--- src/rtl/fifo_pkg.sv ---
// Shared definitions for the fifo_plus block.
//   fifo_mode_e : read-port mode (registered read or first-word-fall-through)
//   cnt_w()     : width of the occupancy count for a given depth (0..DEPTH)
//   ptr_w()     : width of a read/write pointer for a given depth
package fifo_pkg;

  typedef enum logic {
    MODE_REG  = 1'b0,
    MODE_FWFT = 1'b1
  } fifo_mode_e;

  function automatic int cnt_w(input int depth);
    return $clog2(depth + 1);
  endfunction

  function automatic int ptr_w(input int depth);
    return (depth > 1) ? $clog2(depth) : 1;
  endfunction

endpackage

--- src/rtl/fifo_plus_if.sv ---
// Handshake/status bundle for fifo_plus.
//   master : producer/consumer side (drives push/pop/flush/clear_err/data_in)
//   slave  : the FIFO (drives data_out, status flags, count, sticky errors)
interface fifo_plus_if
  import fifo_pkg::*;
#(
  parameter int WIDTH = 8,
  parameter int DEPTH = 4
) ();

  logic                      push;
  logic [WIDTH-1:0]          data_in;
  logic                      pop;
  logic                      flush;
  logic                      clear_err;
  logic [WIDTH-1:0]          data_out;
  logic                      full;
  logic                      empty;
  logic                      almost_full;
  logic                      almost_empty;
  logic [cnt_w(DEPTH)-1:0]   count;
  logic                      overflow;
  logic                      underflow;

  modport master (
    output push, data_in, pop, flush, clear_err,
    input  data_out, full, empty, almost_full, almost_empty, count,
           overflow, underflow
  );

  modport slave (
    input  push, data_in, pop, flush, clear_err,
    output data_out, full, empty, almost_full, almost_empty, count,
           overflow, underflow
  );

endinterface

--- src/rtl/fifo_mem.sv ---
// Storage array for fifo_plus: DEPTH words of WIDTH bits.
//   clock   : write clock
//   i_we    : write enable, i_waddr/i_wdata written on the rising edge
//   i_raddr : asynchronous read address, o_rdata follows it combinationally
// Contents are deliberately not reset.
module fifo_mem #(
  parameter int WIDTH = 8,
  parameter int DEPTH = 4,
  parameter int PW    = 2
) (
  input  logic             clock,
  input  logic             i_we,
  input  logic [PW-1:0]    i_waddr,
  input  logic [WIDTH-1:0] i_wdata,
  input  logic [PW-1:0]    i_raddr,
  output logic [WIDTH-1:0] o_rdata
);

  logic [WIDTH-1:0] r_mem [DEPTH];

  always_ff @(posedge clock) begin
    if (i_we) r_mem[i_waddr] <= i_wdata;
  end

  assign o_rdata = r_mem[i_raddr];

endmodule

--- src/rtl/fifo_plus.sv ---
// fifo_plus: single-clock FIFO with registered-read or FWFT output,
// almost-full/almost-empty thresholds, synchronous flush and sticky
// overflow/underflow flags.
//   clock  : rising-edge clock
//   resetn : asynchronous active-low reset
//   bus    : fifo_plus_if.slave (push/pop/flush/clear_err/data_in in,
//            data_out/flags/count/errors out)
// Pointers, count, flags and the registered data_out live here; the array
// lives in fifo_mem. All flags decode the registered count only.
module fifo_plus
  import fifo_pkg::*;
#(
  parameter int WIDTH    = 8,
  parameter int DEPTH    = 4,
  parameter int FWFT     = 0,
  parameter int AF_LEVEL = DEPTH - 1,
  parameter int AE_LEVEL = 1
) (
  input  logic        clock,
  input  logic        resetn,
  fifo_plus_if.slave  bus
);

  localparam int         CW   = cnt_w(DEPTH);
  localparam int         PW   = ptr_w(DEPTH);
  localparam fifo_mode_e MODE = (FWFT != 0) ? MODE_FWFT : MODE_REG;

  // Elaboration-time parameter sanity
  if (DEPTH < 2) begin : g_bad_depth
    $error("fifo_plus: DEPTH must be >= 2");
  end
  if (!(AE_LEVEL >= 0 && AE_LEVEL < AF_LEVEL && AF_LEVEL <= DEPTH)) begin : g_bad_lvl
    $error("fifo_plus: need 0 <= AE_LEVEL < AF_LEVEL <= DEPTH");
  end

  logic [PW-1:0]    r_wr_ptr, r_rd_ptr;
  logic [CW-1:0]    r_count;
  logic             r_ovf, r_unf;
  logic             w_full, w_empty;
  logic             w_pop_ok, w_push_ok;
  logic             w_ovf_set, w_unf_set;
  logic [WIDTH-1:0] w_rdata;

  assign w_full  = (r_count == CW'(DEPTH));
  assign w_empty = (r_count == '0);

  // Flush wins over everything; a pop frees the slot a same-cycle push
  // needs when full.
  assign w_pop_ok  = bus.pop  && !w_empty && !bus.flush;
  assign w_push_ok = bus.push && (!w_full || w_pop_ok) && !bus.flush;
  assign w_ovf_set = bus.push && !w_push_ok && !bus.flush;
  assign w_unf_set = bus.pop  && w_empty    && !bus.flush;

  function automatic logic [PW-1:0] inc_ptr(input logic [PW-1:0] p);
    return (p == PW'(DEPTH - 1)) ? '0 : p + PW'(1);
  endfunction

  always_ff @(posedge clock or negedge resetn) begin
    if (!resetn) begin
      r_wr_ptr <= '0;
      r_rd_ptr <= '0;
      r_count  <= '0;
    end else if (bus.flush) begin
      r_wr_ptr <= '0;
      r_rd_ptr <= '0;
      r_count  <= '0;
    end else begin
      if (w_push_ok) r_wr_ptr <= inc_ptr(r_wr_ptr);
      if (w_pop_ok)  r_rd_ptr <= inc_ptr(r_rd_ptr);
      case ({w_push_ok, w_pop_ok})
        2'b10:   r_count <= r_count + CW'(1);
        2'b01:   r_count <= r_count - CW'(1);
        default: r_count <= r_count;
      endcase
    end
  end

  // Sticky errors: a new error beats a same-cycle clear.
  always_ff @(posedge clock or negedge resetn) begin
    if (!resetn) begin
      r_ovf <= 1'b0;
      r_unf <= 1'b0;
    end else begin
      if (w_ovf_set)          r_ovf <= 1'b1;
      else if (bus.clear_err) r_ovf <= 1'b0;
      if (w_unf_set)          r_unf <= 1'b1;
      else if (bus.clear_err) r_unf <= 1'b0;
    end
  end

  fifo_mem #(
    .WIDTH (WIDTH),
    .DEPTH (DEPTH),
    .PW    (PW)
  ) u_mem (
    .clock   (clock),
    .i_we    (w_push_ok),
    .i_waddr (r_wr_ptr),
    .i_wdata (bus.data_in),
    .i_raddr (r_rd_ptr),
    .o_rdata (w_rdata)
  );

  if (MODE == MODE_FWFT) begin : g_fwft
    // Head word straight from the array; a fresh write only shows after
    // the edge that stored it, so there is no input-to-output path.
    assign bus.data_out = w_empty ? '0 : w_rdata;
  end else begin : g_reg
    logic [WIDTH-1:0] r_dout;
    always_ff @(posedge clock or negedge resetn) begin
      if (!resetn)       r_dout <= '0;
      else if (w_pop_ok) r_dout <= w_rdata;
    end
    assign bus.data_out = r_dout;
  end

  assign bus.full         = w_full;
  assign bus.empty        = w_empty;
  assign bus.almost_full  = (r_count >= CW'(AF_LEVEL));
  assign bus.almost_empty = (r_count <= CW'(AE_LEVEL));
  assign bus.count        = r_count;
  assign bus.overflow     = r_ovf;
  assign bus.underflow    = r_unf;

endmodule

--- src/flat_wrapper.sv ---
// flat-port wrapper written by rule: the top's interface ports become plain ports
module fifo_plus_flat import fifo_pkg::*;
#(
  parameter int WIDTH    = 8,
  parameter int DEPTH    = 4,
  parameter int FWFT     = 0,
  parameter int AF_LEVEL = DEPTH - 1,
  parameter int AE_LEVEL = 1
)
  (clock, resetn, bus_push, bus_data_in, bus_pop, bus_flush, bus_clear_err, bus_data_out, bus_full, bus_empty, bus_almost_full, bus_almost_empty, bus_count, bus_overflow, bus_underflow);
  fifo_plus_if #(.WIDTH(WIDTH), .DEPTH(DEPTH)) bus_i ();
  input  logic clock;
  input  logic resetn;
  input wire logic [$bits(bus_i.push)-1:0] bus_push;
  input wire logic [$bits(bus_i.data_in)-1:0] bus_data_in;
  input wire logic [$bits(bus_i.pop)-1:0] bus_pop;
  input wire logic [$bits(bus_i.flush)-1:0] bus_flush;
  input wire logic [$bits(bus_i.clear_err)-1:0] bus_clear_err;
  output wire logic [$bits(bus_i.data_out)-1:0] bus_data_out;
  output wire logic [$bits(bus_i.full)-1:0] bus_full;
  output wire logic [$bits(bus_i.empty)-1:0] bus_empty;
  output wire logic [$bits(bus_i.almost_full)-1:0] bus_almost_full;
  output wire logic [$bits(bus_i.almost_empty)-1:0] bus_almost_empty;
  output wire logic [$bits(bus_i.count)-1:0] bus_count;
  output wire logic [$bits(bus_i.overflow)-1:0] bus_overflow;
  output wire logic [$bits(bus_i.underflow)-1:0] bus_underflow;
  assign bus_i.push = bus_push;
  assign bus_i.data_in = bus_data_in;
  assign bus_i.pop = bus_pop;
  assign bus_i.flush = bus_flush;
  assign bus_i.clear_err = bus_clear_err;
  assign bus_data_out = bus_i.data_out;
  assign bus_full = bus_i.full;
  assign bus_empty = bus_i.empty;
  assign bus_almost_full = bus_i.almost_full;
  assign bus_almost_empty = bus_i.almost_empty;
  assign bus_count = bus_i.count;
  assign bus_overflow = bus_i.overflow;
  assign bus_underflow = bus_i.underflow;
  fifo_plus #(.WIDTH(WIDTH), .DEPTH(DEPTH), .FWFT(FWFT), .AF_LEVEL(AF_LEVEL), .AE_LEVEL(AE_LEVEL)) u_core (.clock(clock), .resetn(resetn), .bus(bus_i));
endmodule
--- config.mk ---
export PLATFORM = sky130hd
export DESIGN_NAME = fifo_plus_flat
export DESIGN_NICKNAME = d
export VERILOG_FILES = /design/src/rtl/fifo_pkg.sv /design/src/rtl/fifo_plus_if.sv /design/src/rtl/fifo_mem.sv /design/src/rtl/fifo_plus.sv /design/src/flat_wrapper.sv
export SDC_FILE = /design/constraint.sdc
export NUM_CORES = 1
export LEC_CHECK = 0
export BUFFER_PORTS_ARGS = -buffer_cell sky130_fd_sc_hd__clkbuf_2
export CAP_MARGIN = 20
export CORE_AREA = 2 2 75 77
export CTS_BUF_LIST = sky130_fd_sc_hd__clkbuf_2 sky130_fd_sc_hd__clkbuf_4 sky130_fd_sc_hd__clkbuf_8
export DETAILED_ROUTE_END_ITERATION = 6
export DIE_AREA = 0 0 77 79
export PLACE_DENSITY_LB_ADDON = 0.1
export RECOVER_POWER = 50
export REMOVE_ABC_BUFFERS = 1
export SYNTH_ARGS = -nofsm -noshare
export SYNTH_HDL_FRONTEND = slang
export SYNTH_SLANG_ARGS = --single-unit
export TNS_END_PERCENT = 20
--- constraint.sdc ---
create_clock -name clock -period 2 [get_ports clock]
set_input_delay 0.1 -clock clock [delete_from_list [all_inputs] [get_ports clock]]
set_output_delay 0.1 -clock clock [all_outputs]
set_load 0.02 [all_outputs]
==> flow_summary_export.csv <==
group,metric,value,unit
floorplan,core_area,5338,sq um
power_and_ir_drop,powerDensity,1268,nW/um^2
synthesis,synth_area_leaders,"edfxtp_1, dfrtp_1, mux4_2, ha_1, mux2_2",
cells_and_area,drive_gt1_frac,0.2762,
global_routing,antenna_found_initial,0,
route,drtIter0Drc,49,
floorplan,rows,27,
clocking,clk_latency,0.29,ns
placement,hpwl,2.798,mm
sta,worstMarginPinSlew,0.9782,ns
global_routing,track_usage,0.1450,
synthesis,yosysSeqAreaShare,0.6442,
clocking,cts_tree,"built",
floorplan,start_util,0.4032,
setup_path,path_max_fanout,8,
placement,place.gp.congestion,0.8328,
cells_and_area,multiInputGateArea,695.7,sq um
cells_and_area,fin_cells,253,
cells_and_area,layout_commonest_cell,"edfxtp_1",
setup_path,cp-start-kind,"flop",
clocking,cts_root_buf,"clkbuf_8",
synthesis,yosys.area.top_type,"edfxtp_1",
setup_path,cp_data_required_time,2.19,ns
route,drc,0,
route,vias_per_cell,4.917,
placement,numPlacedInstances,243,
synthesis,synth-edff-count,32,
sta,fmax,531.8,MHz
cells_and_area,utilization,0.4693,
setup_path,endpoint_kind,"flop",
hold_path,hp-class,"in2reg",
clocking,postCtsSetupRepairBufs,0,
sta,maxSlewViolCount,0,
setup_path,crit_arrival,2.07,ns
synthesis,synth_ff_type,"edfxtp_1",
synthesis,synth_cell_types,31,
cells_and_area,syn2layout_area_growth,16.40,%
synthesis,syn_inst,140,
power_and_ir_drop,p_total,3.177,mW
clocking,cts_inserted_buffers,5,
synthesis,async_reset_ff_frac,0.3469,
status,status,"finished clean",
placement,pre_cts_slack,-0.07738,ns
floorplan,die_area,6083,sq um
sta,tns,0,ns
setup_path,crit_type,"reg2reg",
cells_and_area,final_cell_mix,"edfxtp_1, clkbuf_1, dfrtp_1",
floorplan,die_w,77,um
synthesis,synth_area_per_cell,15.37,sq um
floorplan,die_h,79,um
clocking,htree_levels,2,
sta,fin_crit_sh,0.9402,
setup_path,cpMaxStageDelayCell,"dfrtp_1",
cells_and_area,diodes,0,
route,first_pass_iters,4,
sta,grt_setup_unrepaired,"false",
job,drv_cap,0,
sta,slew_headroom,0.3479,
route,num_vias,1244,
clocking,clock_sinks,49,
power_and_ir_drop,vdd_ir_drop_max,0.5970,mV
route,postRouteWirelength,4.026,mm
cells_and_area,final-seq-area,1386,sq um
global_routing,grt-ovfl-total,0,
sta,setup_viol,0,
synthesis,yosys_warnings,0,
route,ant_nets,0,
clocking,cts_buffer_depth,2,
clocking,path_clk_slew,0.09,ns
global_routing,grt_pass1_wl,6.548,mm
placement,portBuffers,30,
global_routing,grt_pass1_vias,1280,
cells_and_area,num-fill-cells,515,
synthesis,synth-seq-cells,49,
sta,skew,0.008533,ns
synthesis,synth_top_area_frac,0.4465,
setup_path,path_cells,"inv_1 -> ha_1 -> buf_4 -> nand2b_4 -> nand2_1 -> nor2_4 -> mux2_2",
route,routedWlPerCell,15.91,um
sta,hold_viol_final,0,
power_and_ir_drop,p_leak,0.9513,nW
setup_path,crit_path_max_incr_delay,0.41,ns
cells_and_area,nets,202,
global_routing,grt_max_degree,18,
sta,fin_crit,1.880,ns
floorplan,io_pins,31,
sta,setup_ws,0.1196,ns
synthesis,syn_area,2152,sq um
==> state kept, by name, indices dropped and copies added (netlist names) <==
signal and cells:
u_core.bus.data_out 8, u_core.bus.overflow 1, u_core.r_wr_ptr 2, u_core.r_rd_ptr 2
u_core.u_mem.r_mem 32, u_core.bus.count 3, u_core.bus.underflow 1
==> synth_stat cells, drive strengths merged, types with 2 or more instances <==
library cell  number
ha                 8
mux2               8
clkbuf             3
inv               11
mux2i              2
nand2b             4
dfrtp             17
nand3              3
edfxtp            32
and2               4
xnor2              2
a21oi              6
nor2              10
o21ai              5
xor2               2
mux4               8
nand2              4
buf                2
==> worst max-delay path, delay by kind of cell, from the launching register on <==
| family | cells | cell delay [ns] |
|---|---|---|
| simple gates | 3 | 0.45 |
| mux | 1 | 0.37 |
| buf+inv | 2 | 0.27 |
| flops | 1 | 0.41 |
| fa+ha+maj | 1 | 0.26 |
==> path summary, 6_finish.rpt <==
check,from,endpoint,slack (ns),depth (start not counted)
max in group asynchronous,resetn,u_core.bus.data_out[4]$_DFFE_PN0P_,0.94,2
min,bus_data_in[4],u_core.u_mem.r_mem[2][4]$_DFFE_PP_,0.05,1
min in group asynchronous,resetn,u_core.bus.data_out[7]$_DFFE_PN0P_,0.47,2
max,u_core.bus.count[0]$_DFFE_PN0P_,u_core.bus.data_out[0]$_DFFE_PN0P_,0.12,7
max reg2reg,u_core.bus.count[0]$_DFFE_PN0P_,u_core.bus.data_out[0]$_DFFE_PN0P_,0.12,7
min reg2reg,u_core.bus.data_out[2]$_DFFE_PN0P_,u_core.bus.data_out[2]$_DFFE_PN0P_,0.51,1
==> power breakdown <==
group / switching [mW] / internal (mW)
registers: 0.108 / 1.24
clock network: 0.308 / 0.295
logic: 0.708 / 0.519
total: 1.12 / 2.05
==> repair_timing <==
action	CTS	global route
endpoints found under the setup margin	16	32
endpoints found under the hold margin	18	0
hold buffers	2	0
gates resized for setup	2	1
cloned	0	0
==> layout make-up <==
type,count,share of cell area
Timing Repair Buffer,38,0.07742
Tap cell,72,0.03596
Clock buffer,7,0.03596
Clock inverter,1,0.002997
Multi-Input combinational cell,75,0.2777
Inverter,11,0.01648
Sequential cell,49,0.5534
==> layer usage <==
layer / global-route usage / vias up / part of all wire
li1: - / 591 / -
met1: 0.1707 / 624 / 0.42
met2: 0.2579 / 24 / 0.53
met3: 0.03977 / 5 / 0.038
met4: 0.04821 / 0 / 0.011
met5: 0 / - / 0
==> cells by family after synthesis <==
group	count (synthesis)	synth area share
adders and majority gates	8	0.04651
DFF	49	0.6442
and+or+nand+nor	30	0.07732
AOI/OAI and AO/OA	15	0.04535
buffers and inverters	16	0.03546
xor gates and xnor gates	4	0.01628
muxes	18	0.1349
==> through the flow <==
stage,cell area [sq um],hold slack (ns)
floorplan,2117,-0.1956
finish,2505,0.05429
global placement,2402,0.06466
detailed placement,2402,0.08234
CTS,2522,0.006355
global route,2505,0.06482
Power figures use the tool's default switching activity.
